$ cat src/rtl/fp_normalize_round_pkg.sv
// Shared types and constants for the FP adder back end.
//   fp_state_e      : result class (OK/NAN/INF/NUL)
//   float_point_num : packed IEEE-754 single-precision word
//   QNAN, EXP_MAX, BIAS, MANT_EXT_W : format constants
package float_struct;

    typedef enum logic [1:0] {
        OK  = 2'b00,
        NAN = 2'b01,
        INF = 2'b10,
        NUL = 2'b11
    } fp_state_e;

    typedef struct packed {
        logic        sign;
        logic [7:0]  exp;
        logic [22:0] frac;
    } float_point_num;

    localparam logic [31:0] QNAN       = 32'h7FC0_0000;
    localparam logic [7:0]  EXP_MAX    = 8'hFF;
    localparam int          BIAS       = 127;
    localparam int          MANT_EXT_W = 28;

endpackage

$ cat src/rtl/fp_normalize_round_if.sv
// Beat interface between the mantissa add/sub stage and the normalise/round stage.
//   in_vld/in_sign/in_exp/in_mant/in_state : unnormalised sum beat
//   result/state/res_vld                    : packed result, class and valid pulse
// master drives the sum beat; slave (the normaliser) drives the result.
interface fp_normalize_round_if;
    import float_struct::*;

    logic                  in_vld;
    logic                  in_sign;
    logic [7:0]            in_exp;
    logic [MANT_EXT_W-1:0] in_mant;
    fp_state_e             in_state;
    logic [31:0]           result;
    fp_state_e             state;
    logic                  res_vld;

    modport master (
        output in_vld, in_sign, in_exp, in_mant, in_state,
        input  result, state, res_vld
    );

    modport slave (
        input  in_vld, in_sign, in_exp, in_mant, in_state,
        output result, state, res_vld
    );

endinterface

$ cat src/rtl/fp_normalize_round_lzc28.sv
// Combinational leading-zero counter for the 28-bit extended mantissa.
//   i_mant : extended mantissa
//   o_lz   : number of leading zeros, 0..28 (28 for an all-zero input)
module fp_lzc28
    import float_struct::*;
(
    input  logic [MANT_EXT_W-1:0] i_mant,
    output logic [4:0]            o_lz
);

    // Scanning upwards lets the most significant set bit overwrite the count last.
    always_comb begin
        o_lz = 5'd28;
        for (int i = 0; i < MANT_EXT_W; i++) begin
            if (i_mant[i]) begin
                o_lz = 5'(MANT_EXT_W - 1 - i);
            end
        end
    end

endmodule

$ cat src/rtl/fp_normalize_round.sv
// Final stage of the pipelined single-precision FP adder: normalise, round to
// nearest-even, classify overflow/underflow/specials and pack the IEEE word.
// Four register stages: S1 capture+LZC, S2 normalise, S3 round, output pack.
// A beat sampled at edge N is presented with res_vld after edge N+3.
//   clk  : clock
//   rst  : synchronous active-high reset
//   bus  : slave side of fp_normalize_round_if (sum beat in, result out)
module fp_normalize_round
    import float_struct::*;
#(
    parameter int EXP_W  = 8,
    parameter int MANT_W = 23,
    parameter int FTZ    = 1
) (
    input  logic                clk,
    input  logic                rst,
    fp_normalize_round_if.slave bus
);

    generate
        if (FTZ != 1 || EXP_W != 8 || MANT_W != 23) begin : g_bad_cfg
            $error("fp_normalize_round: only EXP_W=8, MANT_W=23, FTZ=1 are implemented");
        end
    endgenerate

    // ---------------- S1: capture + leading-zero count ----------------
    logic [4:0]            w_lz;
    logic                  r_s1_vld;
    logic                  r_s1_sign;
    logic [7:0]            r_s1_exp;
    logic [MANT_EXT_W-1:0] r_s1_mant;
    fp_state_e             r_s1_state;
    logic [4:0]            r_s1_lz;

    fp_lzc28 u_lzc (
        .i_mant (bus.in_mant),
        .o_lz   (w_lz)
    );

    always_ff @(posedge clk) begin
        if (rst) begin
            r_s1_vld   <= 1'b0;
            r_s1_sign  <= 1'b0;
            r_s1_exp   <= '0;
            r_s1_mant  <= '0;
            r_s1_state <= OK;
            r_s1_lz    <= '0;
        end else begin
            r_s1_vld   <= bus.in_vld;
            r_s1_sign  <= bus.in_sign;
            r_s1_exp   <= bus.in_exp;
            r_s1_mant  <= bus.in_mant;
            r_s1_state <= bus.in_state;
            r_s1_lz    <= w_lz;
        end
    end

    // ---------------- S2: normalise ----------------
    // After normalisation the hidden bit sits at [26]; [2:0] are guard/round/sticky.
    logic [4:0]        w_s2_shamt;
    logic [26:0]       w_s2_mant;
    logic signed [9:0] w_s2_e;

    assign w_s2_shamt = r_s1_lz - 5'd1;

    always_comb begin
        w_s2_mant = '0;
        w_s2_e    = '0;
        if (r_s1_lz == 5'd0) begin
            // Carry set: shift right one, folding the dropped bit into sticky.
            w_s2_mant = {r_s1_mant[27:2], r_s1_mant[1] | r_s1_mant[0]};
            w_s2_e    = $signed({2'b00, r_s1_exp}) + 10'sd1;
        end else begin
            // Bit 27 is zero here, so the 27-bit shift loses nothing.
            w_s2_mant = r_s1_mant[26:0] << w_s2_shamt;
            w_s2_e    = $signed({2'b00, r_s1_exp}) - $signed({5'b00000, w_s2_shamt});
        end
    end

    logic              r_s2_vld;
    logic              r_s2_sign;
    fp_state_e         r_s2_state;
    logic              r_s2_zero;
    logic signed [9:0] r_s2_e;
    logic [26:0]       r_s2_mant;

    always_ff @(posedge clk) begin
        if (rst) begin
            r_s2_vld   <= 1'b0;
            r_s2_sign  <= 1'b0;
            r_s2_state <= OK;
            r_s2_zero  <= 1'b0;
            r_s2_e     <= '0;
            r_s2_mant  <= '0;
        end else begin
            r_s2_vld   <= r_s1_vld;
            r_s2_sign  <= r_s1_sign;
            r_s2_state <= r_s1_state;
            r_s2_zero  <= (r_s1_lz == 5'd28);
            r_s2_e     <= w_s2_e;
            r_s2_mant  <= w_s2_mant;
        end
    end

    // ---------------- S3: round to nearest-even ----------------
    logic              w_round_up;
    logic [24:0]       w_sum;
    logic [22:0]       w_s3_frac;
    logic signed [9:0] w_s3_e;

    assign w_round_up = r_s2_mant[2] & (r_s2_mant[1] | r_s2_mant[0] | r_s2_mant[3]);
    assign w_sum      = {1'b0, r_s2_mant[26:3]} + {24'b0, w_round_up};
    // A carry out of the rounding add means the mantissa became 10.000...; renormalise.
    assign w_s3_frac  = w_sum[24] ? w_sum[23:1] : w_sum[22:0];
    assign w_s3_e     = r_s2_e + $signed({9'b0, w_sum[24]});

    logic              r_s3_vld;
    logic              r_s3_sign;
    fp_state_e         r_s3_state;
    logic              r_s3_zero;
    logic signed [9:0] r_s3_e;
    logic [22:0]       r_s3_frac;

    always_ff @(posedge clk) begin
        if (rst) begin
            r_s3_vld   <= 1'b0;
            r_s3_sign  <= 1'b0;
            r_s3_state <= OK;
            r_s3_zero  <= 1'b0;
            r_s3_e     <= '0;
            r_s3_frac  <= '0;
        end else begin
            r_s3_vld   <= r_s2_vld;
            r_s3_sign  <= r_s2_sign;
            r_s3_state <= r_s2_state;
            r_s3_zero  <= r_s2_zero;
            r_s3_e     <= w_s3_e;
            r_s3_frac  <= w_s3_frac;
        end
    end

    // ---------------- Output: classify + pack ----------------
    float_point_num w_pack;
    fp_state_e      w_out_state;

    always_comb begin
        w_pack      = '0;
        w_out_state = OK;
        if (r_s3_state == NAN) begin
            w_pack      = QNAN;
            w_out_state = NAN;
        end else if (r_s3_state == INF) begin
            w_pack      = '{sign: r_s3_sign, exp: EXP_MAX, frac: 23'h0};
            w_out_state = INF;
        end else if (r_s3_state == NUL) begin
            w_pack.sign = r_s3_sign;
            w_out_state = NUL;
        end else if (r_s3_zero) begin
            // Exact cancellation is always +0.
            w_out_state = NUL;
        end else if (r_s3_e >= 10'sd255) begin
            w_pack      = '{sign: r_s3_sign, exp: EXP_MAX, frac: 23'h0};
            w_out_state = INF;
        end else if (r_s3_e <= 10'sd0) begin
            w_pack.sign = r_s3_sign;
            w_out_state = NUL;
        end else begin
            w_pack      = '{sign: r_s3_sign, exp: r_s3_e[7:0], frac: r_s3_frac};
            w_out_state = OK;
        end
    end

    logic [31:0] r_result;
    fp_state_e   r_state;
    logic        r_res_vld;

    always_ff @(posedge clk) begin
        if (rst) begin
            r_result  <= '0;
            r_state   <= OK;
            r_res_vld <= 1'b0;
        end else begin
            r_res_vld <= r_s3_vld;
            if (r_s3_vld) begin
                r_result <= w_pack;
                r_state  <= w_out_state;
            end
        end
    end

    assign bus.result  = r_result;
    assign bus.state   = r_state;
    assign bus.res_vld = r_res_vld;

endmodule

$ cat src/flat_wrapper.sv
// flat-port wrapper written by rule: the top's interface ports become plain ports
module fp_normalize_round_flat import float_struct::*;
#(
    parameter int EXP_W  = 8,
    parameter int MANT_W = 23,
    parameter int FTZ    = 1
)
  (clk, rst, bus_in_vld, bus_in_sign, bus_in_exp, bus_in_mant, bus_in_state, bus_result, bus_state, bus_res_vld);
  fp_normalize_round_if bus_i ();
  input  logic clk;
  input  logic rst;
  input wire logic [$bits(bus_i.in_vld)-1:0] bus_in_vld;
  input wire logic [$bits(bus_i.in_sign)-1:0] bus_in_sign;
  input wire logic [$bits(bus_i.in_exp)-1:0] bus_in_exp;
  input wire logic [$bits(bus_i.in_mant)-1:0] bus_in_mant;
  input wire logic [$bits(bus_i.in_state)-1:0] bus_in_state;
  output wire logic [$bits(bus_i.result)-1:0] bus_result;
  output wire logic [$bits(bus_i.state)-1:0] bus_state;
  output wire logic [$bits(bus_i.res_vld)-1:0] bus_res_vld;
  assign bus_i.in_vld = bus_in_vld;
  assign bus_i.in_sign = bus_in_sign;
  assign bus_i.in_exp = bus_in_exp;
  assign bus_i.in_mant = bus_in_mant;
  assign bus_i.in_state = bus_in_state;
  assign bus_result = bus_i.result;
  assign bus_state = bus_i.state;
  assign bus_res_vld = bus_i.res_vld;
  fp_normalize_round #(.EXP_W(EXP_W), .MANT_W(MANT_W), .FTZ(FTZ)) u_core (.clk(clk), .rst(rst), .bus(bus_i));
endmodule
$ cat config.mk
export PLATFORM = sky130hd
export DESIGN_NAME = fp_normalize_round_flat
export DESIGN_NICKNAME = d
export VERILOG_FILES = /design/src/rtl/fp_normalize_round_pkg.sv /design/src/rtl/fp_normalize_round_if.sv /design/src/rtl/fp_normalize_round_lzc28.sv /design/src/rtl/fp_normalize_round.sv /design/src/flat_wrapper.sv
export SDC_FILE = /design/constraint.sdc
export NUM_CORES = 1
export LEC_CHECK = 0
export BUFFER_PORTS_ARGS = -buffer_cell sky130_fd_sc_hd__clkbuf_2
export CORE_ASPECT_RATIO = 1.2
export CORE_UTILIZATION = 47
export CTS_CLUSTER_SIZE = 14
export DETAILED_ROUTE_END_ITERATION = 16
export PLACE_DENSITY_LB_ADDON = 0.1
export SYNTH_ARGS = -nofsm -noshare
export SYNTH_HDL_FRONTEND = slang
export SYNTH_SLANG_ARGS = --single-unit
$ cat constraint.sdc
create_clock -name clk -period 6.2 [get_ports clk]
set_input_delay 1.86 -clock clk [delete_from_list [all_inputs] [get_ports clk]]
set_output_delay 1.86 -clock clk [all_outputs]
set_load 0.05 [all_outputs]
**Word level (Yosys, flattened, before mapping)**

Index checks and enable logic that the tools add are counted.

- Bits in registers: 160
- Output and inout bits: 35
- Word-level logic and storage cells: 90

- $add $sub $neg: 5
- Magnitude comparators: 2
- Equality and inequality tests: 4
- Shift operators: 1
- Multiplexer cells: 43
- Bitwise logic cells: 4
- Reductions and logical operators: 6

Operators with widths:

| kind | number |
|---|---|
| 2-to-1 mux 32 bit | 3 |
| 2-to-1 mux 31 bit | 3 |
| 2-to-1 mux 5 bit | 11 |
| 2-to-1 mux 4 bit | 8 |
| 2-to-1 mux 27 bit | 1 |
| << shifter 27 x 5 -> 27 bit | 1 |
| adder 24 x 1 -> 25 bit | 1 |
| 2-to-1 mux 23 bit | 1 |
| OR reduction 17 bit | 1 |
| 2-to-1 mux 2 bit | 8 |
| 2-to-1 mux 3 bit | 5 |
| adder 10 x 2 -> 10 bit | 1 |
| >= comparator 10 x 9 -> 1 bit (second input constant) | 1 |
| <= comparator 10 x 1 -> 1 bit (second input constant) | 1 |
| 2-to-1 mux 10 bit | 1 |
| adder 8 x 1 -> 9 bit (second input constant) | 1 |
| OR reduction 9 bit | 1 |
| subtractor 8 x 5 -> 9 bit | 1 |
| == test 5 bit (second input constant) | 1 |
| zero test 5 bit | 1 |
| OR reduction 5 bit | 1 |
| subtractor 5 x 1 -> 5 bit (second input constant) | 1 |
| == test 2 bit (second input constant) | 2 |
| OR 1 bit | 3 |
| 5 further kinds | 6 |

**Depth between registers and ports, before layout**

- Word-level depth: 27
- Gate-level depth with buffers: 15

**Hierarchy**

From an unflattened synthesis, not the netlist that was laid out.

- Cell total of the unflattened synthesis: 839
- Area total of the unflattened synthesis: 7,509.7 sq um

Modules (own cells, without submodules):

| module | instances | cells an instance | area an instance (sq um) | sequential area each (sq um) |
|---|---|---|---|---|
| fp_normalize_round | 1 | 779 | 7,173.1 | 3,203.1 |
| fp_lzc28 | 1 | 60 | 336.6 | 0.0 |

**Worst setup path before layout**

Ideal clock, no wire load.

- Kind: input port to flip-flop
- Start: input port rst
- End: register u_core.r_s1_mant[10]
- Arrival: 2,862 ps
- Setup slack: 3,203 ps
- Stages: 4
- Cells stage by stage: clkbuf_1 -> clkbuf_1 -> clkbuf_1 -> nor2_1

RTL lines:

| element | line | RTL |
|---|---|---|
| start, declared | flat_wrapper.sv:11 | `input logic rst;` |
| end signal, assigned | fp_normalize_round.sv:52 | `r_s1_mant <= bus.in_mant;` |
| end, declared | fp_normalize_round.sv:31 | `logic [MANT_EXT_W-1:0] r_s1_mant;` |

No word-level cell between the ends.

**Final worst setup path**

- Start: register u_core.r_s1_lz[0]
- End: register u_core.r_s2_mant[24]

- Cells in the longest elaborated chain, start to end: 3

RTL lines:

| element | line | RTL |
|---|---|---|
| start, declared | fp_normalize_round.sv:33 | `logic [4:0] r_s1_lz;` |
| start signal, assigned | fp_normalize_round.sv:54 | `r_s1_lz <= w_lz;` |
| subtractor 5 x 1 -> 5 bit | fp_normalize_round.sv:64 | `assign w_s2_shamt = r_s1_lz - 5'd1;` |
| << shifter 27 x 5 -> 27 bit | fp_normalize_round.sv:75 | `w_s2_mant = r_s1_mant[26:0] << w_s2_shamt;` |
| 2-to-1 mux 27 bit (*) | fp_normalize_round.sv:69 | `if (r_s1_lz == 5'd0) begin` |
| end signal, assigned | fp_normalize_round.sv:101 | `r_s2_mant <= w_s2_mant;` |
| end, declared | fp_normalize_round.sv:85 | `logic [26:0] r_s2_mant;` |

Every way passes the cells marked *; elsewhere a longest branch is shown, timed or not.
A chain may end at the register's enable or synchronous reset.

==> impl_results.rst <==
.. list-table::
   :header-rows: 1

   * - Metric
     - Value
   * - Outcome
     - complete, no violations
   * - Final setup vio count
     - 0
   * - Post-synthesis share of cell area spent on full adders, half adders and majority gates
     - 0.02151
   * - Complex-gate fraction of the synthesized area
     - 0.1504
   * - Type of element capturing the critical path
     - flip-flop
   * - Hold crit path type
     - reg2reg
   * - Leakage power figure
     - 3.309 nW
   * - Chip width
     - 116 µm
   * - GR Layer Usage met3
     - 0.05420
   * - Post-synthesis share of cell area spent on xor and xnor gates
     - 0.05121
   * - Total clock buffers created by CTS
     - 17
   * - Final cycle utilization of the critical path
     - 0.6047
   * - Area post-placement
     - 7805 µm²
   * - Area of all placed cells without fillers
     - 8449 µm²
   * - Most common cell in the synthesized netlist
     - sky130_fd_sc_hd__dfxtp_1
   * - Final antenna diode count
     - 0
   * - Synth async-reset ratio
     - 0
   * - Final-layout fill cell count
     - 1,414
   * - Total clock sinks
     - 160
   * - Final Non-Filler Cells
     - 1,067
   * - Cell variety after synth
     - 76
   * - Flops & latches, synth
     - 160
   * - Placeable core region
     - 15,140 µm²
   * - Share of post-route cells with drive strength above 1
     - 0.1900
   * - Avg WL per Cell
     - 16.31 µm
   * - Largest family of logic cells by synthesized area
     - simple AND/OR/NAND/NOR gates
   * - Final weighted congestion in routability-driven placement
     - 0.9262
   * - Crit path required time
     - 6.51 ns
   * - Die ar.
     - 16,100 µm²
   * - Synthesized area divided by synthesized cell count
     - 9.290 µm²
   * - Met1 Resource Use GR
     - 0.2861
   * - Max-slew violations
     - 0
   * - Kind of launch point of the worst setup path
     - flip-flop
   * - Worst Skew
     - 0.009164 ns
   * - Height of the chip
     - 138.8 µm
   * - Least-Margin Pin Slew
     - 1.200 ns
   * - Count of flip-flops with a built-in enable after synthesis
     - 0
   * - Number of buffers inserted by port buffering
     - 76
   * - Kind of critical path
     - reg2reg
   * - Final worst path period need
     - 3.749 ns
   * - Worst-path clk slew
     - 0.06 ns
   * - Antenna viol nets, final
     - 0
   * - Number of nets in the synthesized netlist
     - 843
   * - PwrDens
     - 303.2 nW/µm²
   * - Synth top area share
     - 0.4370
   * - Simple logic cell fraction of the synthesized area
     - 0.2214
   * - Drt via density
     - 5.432
   * - Initial DRC count
     - 396
   * - Data arrival time of the worst path
     - 4.06 ns
   * - Clock insertion delay at the later pin of the skew report
     - 0.43 ns
   * - Portion of the post-synthesis area used by sequential elements
     - 0.4370
   * - PostCTS Resize Cnt
     - 0
   * - Crit-path max FO
     - 32
   * - Total routing resource utilization after global routing
     - 0.2323
   * - H-tree depth
     - 4
   * - Effective utilization at floorplan
     - 0.4840
   * - Final number of hold-violating endpoints
     - 0
   * - Total wire length after detailed routing
     - 17.41 mm
   * - Portion of netlist area occupied by mux cells
     - 0.07750
   * - CTS root buffer
     - sky130_fd_sc_hd__clkbuf_16
   * - Total DRC errors in the routed layout
     - 0
   * - Synth-to-Final Area Change
     - 15.28%
   * - Largest buffer count on any clock path
     - 2
   * - Synth cell count leaders
     - sky130_fd_sc_hd__dfxtp_1 (160), sky130_fd_sc_hd__nor2_1 (96), sky130_fd_sc_hd__nand2_1 (76)
   * - Wire length of the first global-routing pass
     - 28.96 mm
   * - Pre-Repair DR Iteration Count
     - 5
   * - Cell taking the most area after synthesis
     - sky130_fd_sc_hd__dfxtp_1
   * - Most frequently used flop master after synthesis
     - sky130_fd_sc_hd__dfxtp_1
   * - Remaining global-route overflow
     - 0
   * - Initial antenna violation count
     - 0
   * - Gate count of the mapped netlist
     - 789
   * - Power Total
     - 0.002562 W
   * - Post-DP HPWL
     - 12.94 mm
   * - Routed vias
     - 5,796
   * - Global Route met2 Usage
     - 0.3794
   * - Most used routing layer in global routing
     - met2
   * - Final-layout setup total negative slack
     - 0 ns
   * - Pin count of the biggest net entering global routing
     - 79
   * - Row cnt
     - 49
   * - Netlist area before placement
     - 7330 µm²
   * - Biggest area contributors in the synthesized netlist
     - sky130_fd_sc_hd__dfxtp_1 (44%), sky130_fd_sc_hd__mux4_2 (5.2%), sky130_fd_sc_hd__nor2_1 (4.9%), sky130_fd_sc_hd__nor2b_1 (4.5%), sky130_fd_sc_hd__nand2_1 (3.9%)
   * - Maximum vdd ir drop
     - 189.2 µV
   * - Clock tree from TritonCTS
     - done
   * - Layout Nets
     - 904
   * - Post-CTS setup buffer count
     - 0
   * - Number of top-level pins
     - 77
   * - Number of global-route vias before repair
     - 5,767
   * - Number of maximum-capacitance violations
     - 0
   * - Placed insts
     - 1,035
   * - Layout Utilization
     - 0.5580
   * - Total of warnings raised by yosys
     - 0
   * - Top achievable clock speed
     - 266.7 MHz
   * - RSZ-0062 raised after global routing
     - no
   * - Worst slew margin relative to its limit
     - 0.1954
   * - Quantity of hold-fixing buffers added after cts
     - 0
[layer usage]
layer  part of all wire  vias to the layer above
li1                   -                     2915
met1               0.44                     2641
met2               0.48                      204
met3              0.048                       36
met4              0.036                        0
met5                  0                        -
[final timing paths]
| path | end | cells after the start | from | slack (ns) |
|---|---|---|---|---|
| max reg2reg | u_core.r_s2_mant[24] | 9 | u_core.r_s1_lz[0] | 2.45 |
| min | u_core.r_s2_state[0] | 1 | u_core.r_s1_state[0] | 0.44 |
| max | u_core.r_s2_mant[24] | 9 | u_core.r_s1_lz[0] | 2.45 |
| min reg2reg | u_core.r_s2_state[0] | 1 | u_core.r_s1_state[0] | 0.44 |
[through the flow]
step	hold slack (ns)	worst slack (ns)
floorplan	0.4138	3.203
global placement	0.4172	2.602
detailed placement	0.4253	2.438
CTS	0.4409	2.410
global route	0.4582	2.235
finish	0.4378	2.451
[registers in the layout (all words and copies together), names as in the netlist]
register and cells:
u_core.r_s3_state 2, u_core.r_s1_lz 5, u_core.bus.state 2, u_core.r_s2_state 2
u_core.r_s1_sign 1, u_core.r_s2_vld 1, u_core.r_s1_mant 28, u_core.bus.result 32
u_core.r_s1_vld 1, u_core.r_s2_sign 1, u_core.bus.res_vld 1, u_core.r_s3_zero 1
u_core.r_s3_e 10, u_core.r_s2_mant 27, u_core.r_s1_exp 8, u_core.r_s3_frac 23
u_core.r_s1_state 2, u_core.r_s2_zero 1, u_core.r_s2_e 10, u_core.r_s3_vld 1
u_core.r_s3_sign 1
[worst max-delay path: stages, from the launching register on]
cell                      delay (ns)
sky130_fd_sc_hd__dfxtp_1        0.30
sky130_fd_sc_hd__buf_4          0.38
sky130_fd_sc_hd__inv_1          0.25
sky130_fd_sc_hd__ha_1           1.02
sky130_fd_sc_hd__buf_4          0.34
sky130_fd_sc_hd__mux4_2         0.53
sky130_fd_sc_hd__mux2_2         0.30
sky130_fd_sc_hd__inv_1          0.12
sky130_fd_sc_hd__a32oi_1        0.08
sky130_fd_sc_hd__a32o_1         0.29
[cell families (layout without fill, tap and decap cells)]
group,count (synthesis),in the layout
buffers and inverters,60,134
AO/OA/AOI/OAI,160,160
AND/OR/NAND/NOR,323,323
adder cells (fa/ha/maj),12,12
XOR/XNOR,39,39
multiplexers,35,35
flip-flops,160,160
[placed cells by master, fill, tap and decap left out, types with 13 or more instances in the layout]
cell type,count
sky130_fd_sc_hd__nor2_1,96
sky130_fd_sc_hd__a21oi_1,32
sky130_fd_sc_hd__a22o_1,23
sky130_fd_sc_hd__xnor2_1,18
sky130_fd_sc_hd__mux2i_1,14
sky130_fd_sc_hd__nand3_1,28
sky130_fd_sc_hd__nor2b_1,53
sky130_fd_sc_hd__a211oi_1,14
sky130_fd_sc_hd__o21ai_0,23
sky130_fd_sc_hd__nand2_1,76
sky130_fd_sc_hd__a22oi_1,13
sky130_fd_sc_hd__xor2_1,18
sky130_fd_sc_hd__clkbuf_16,17
sky130_fd_sc_hd__dfxtp_1,160
sky130_fd_sc_hd__inv_1,16
sky130_fd_sc_hd__clkbuf_2,75
sky130_fd_sc_hd__mux4_2,17
[report_power, final]
part / switching (W) / leakage [nW] / internal (W) / total [W]
Combinational: 0.000189 / 1.68 / 0.000123 / 0.000312
Clock: 0.000449 / 0.321 / 0.000690 / 0.00114
Sequential: 0.0000388 / 1.31 / 0.00107 / 0.00111
Total: 0.000677 / 3.31 / 0.00189 / 0.00256
[final cells by class]
cell class,instances,area (µm²),area share
Timing Repair Buffer,83,435.4,0.05153
Inverter,19,76.32,0.009033
Multi-Input combinational cell,569,3835,0.4539
Tap cell,204,255.2,0.03021
Sequential cell,160,3203,0.3791
Clock inverter,15,219.0,0.02591
Clock buffer,17,425.4,0.05035
Power figures use the tool's default switching activity.
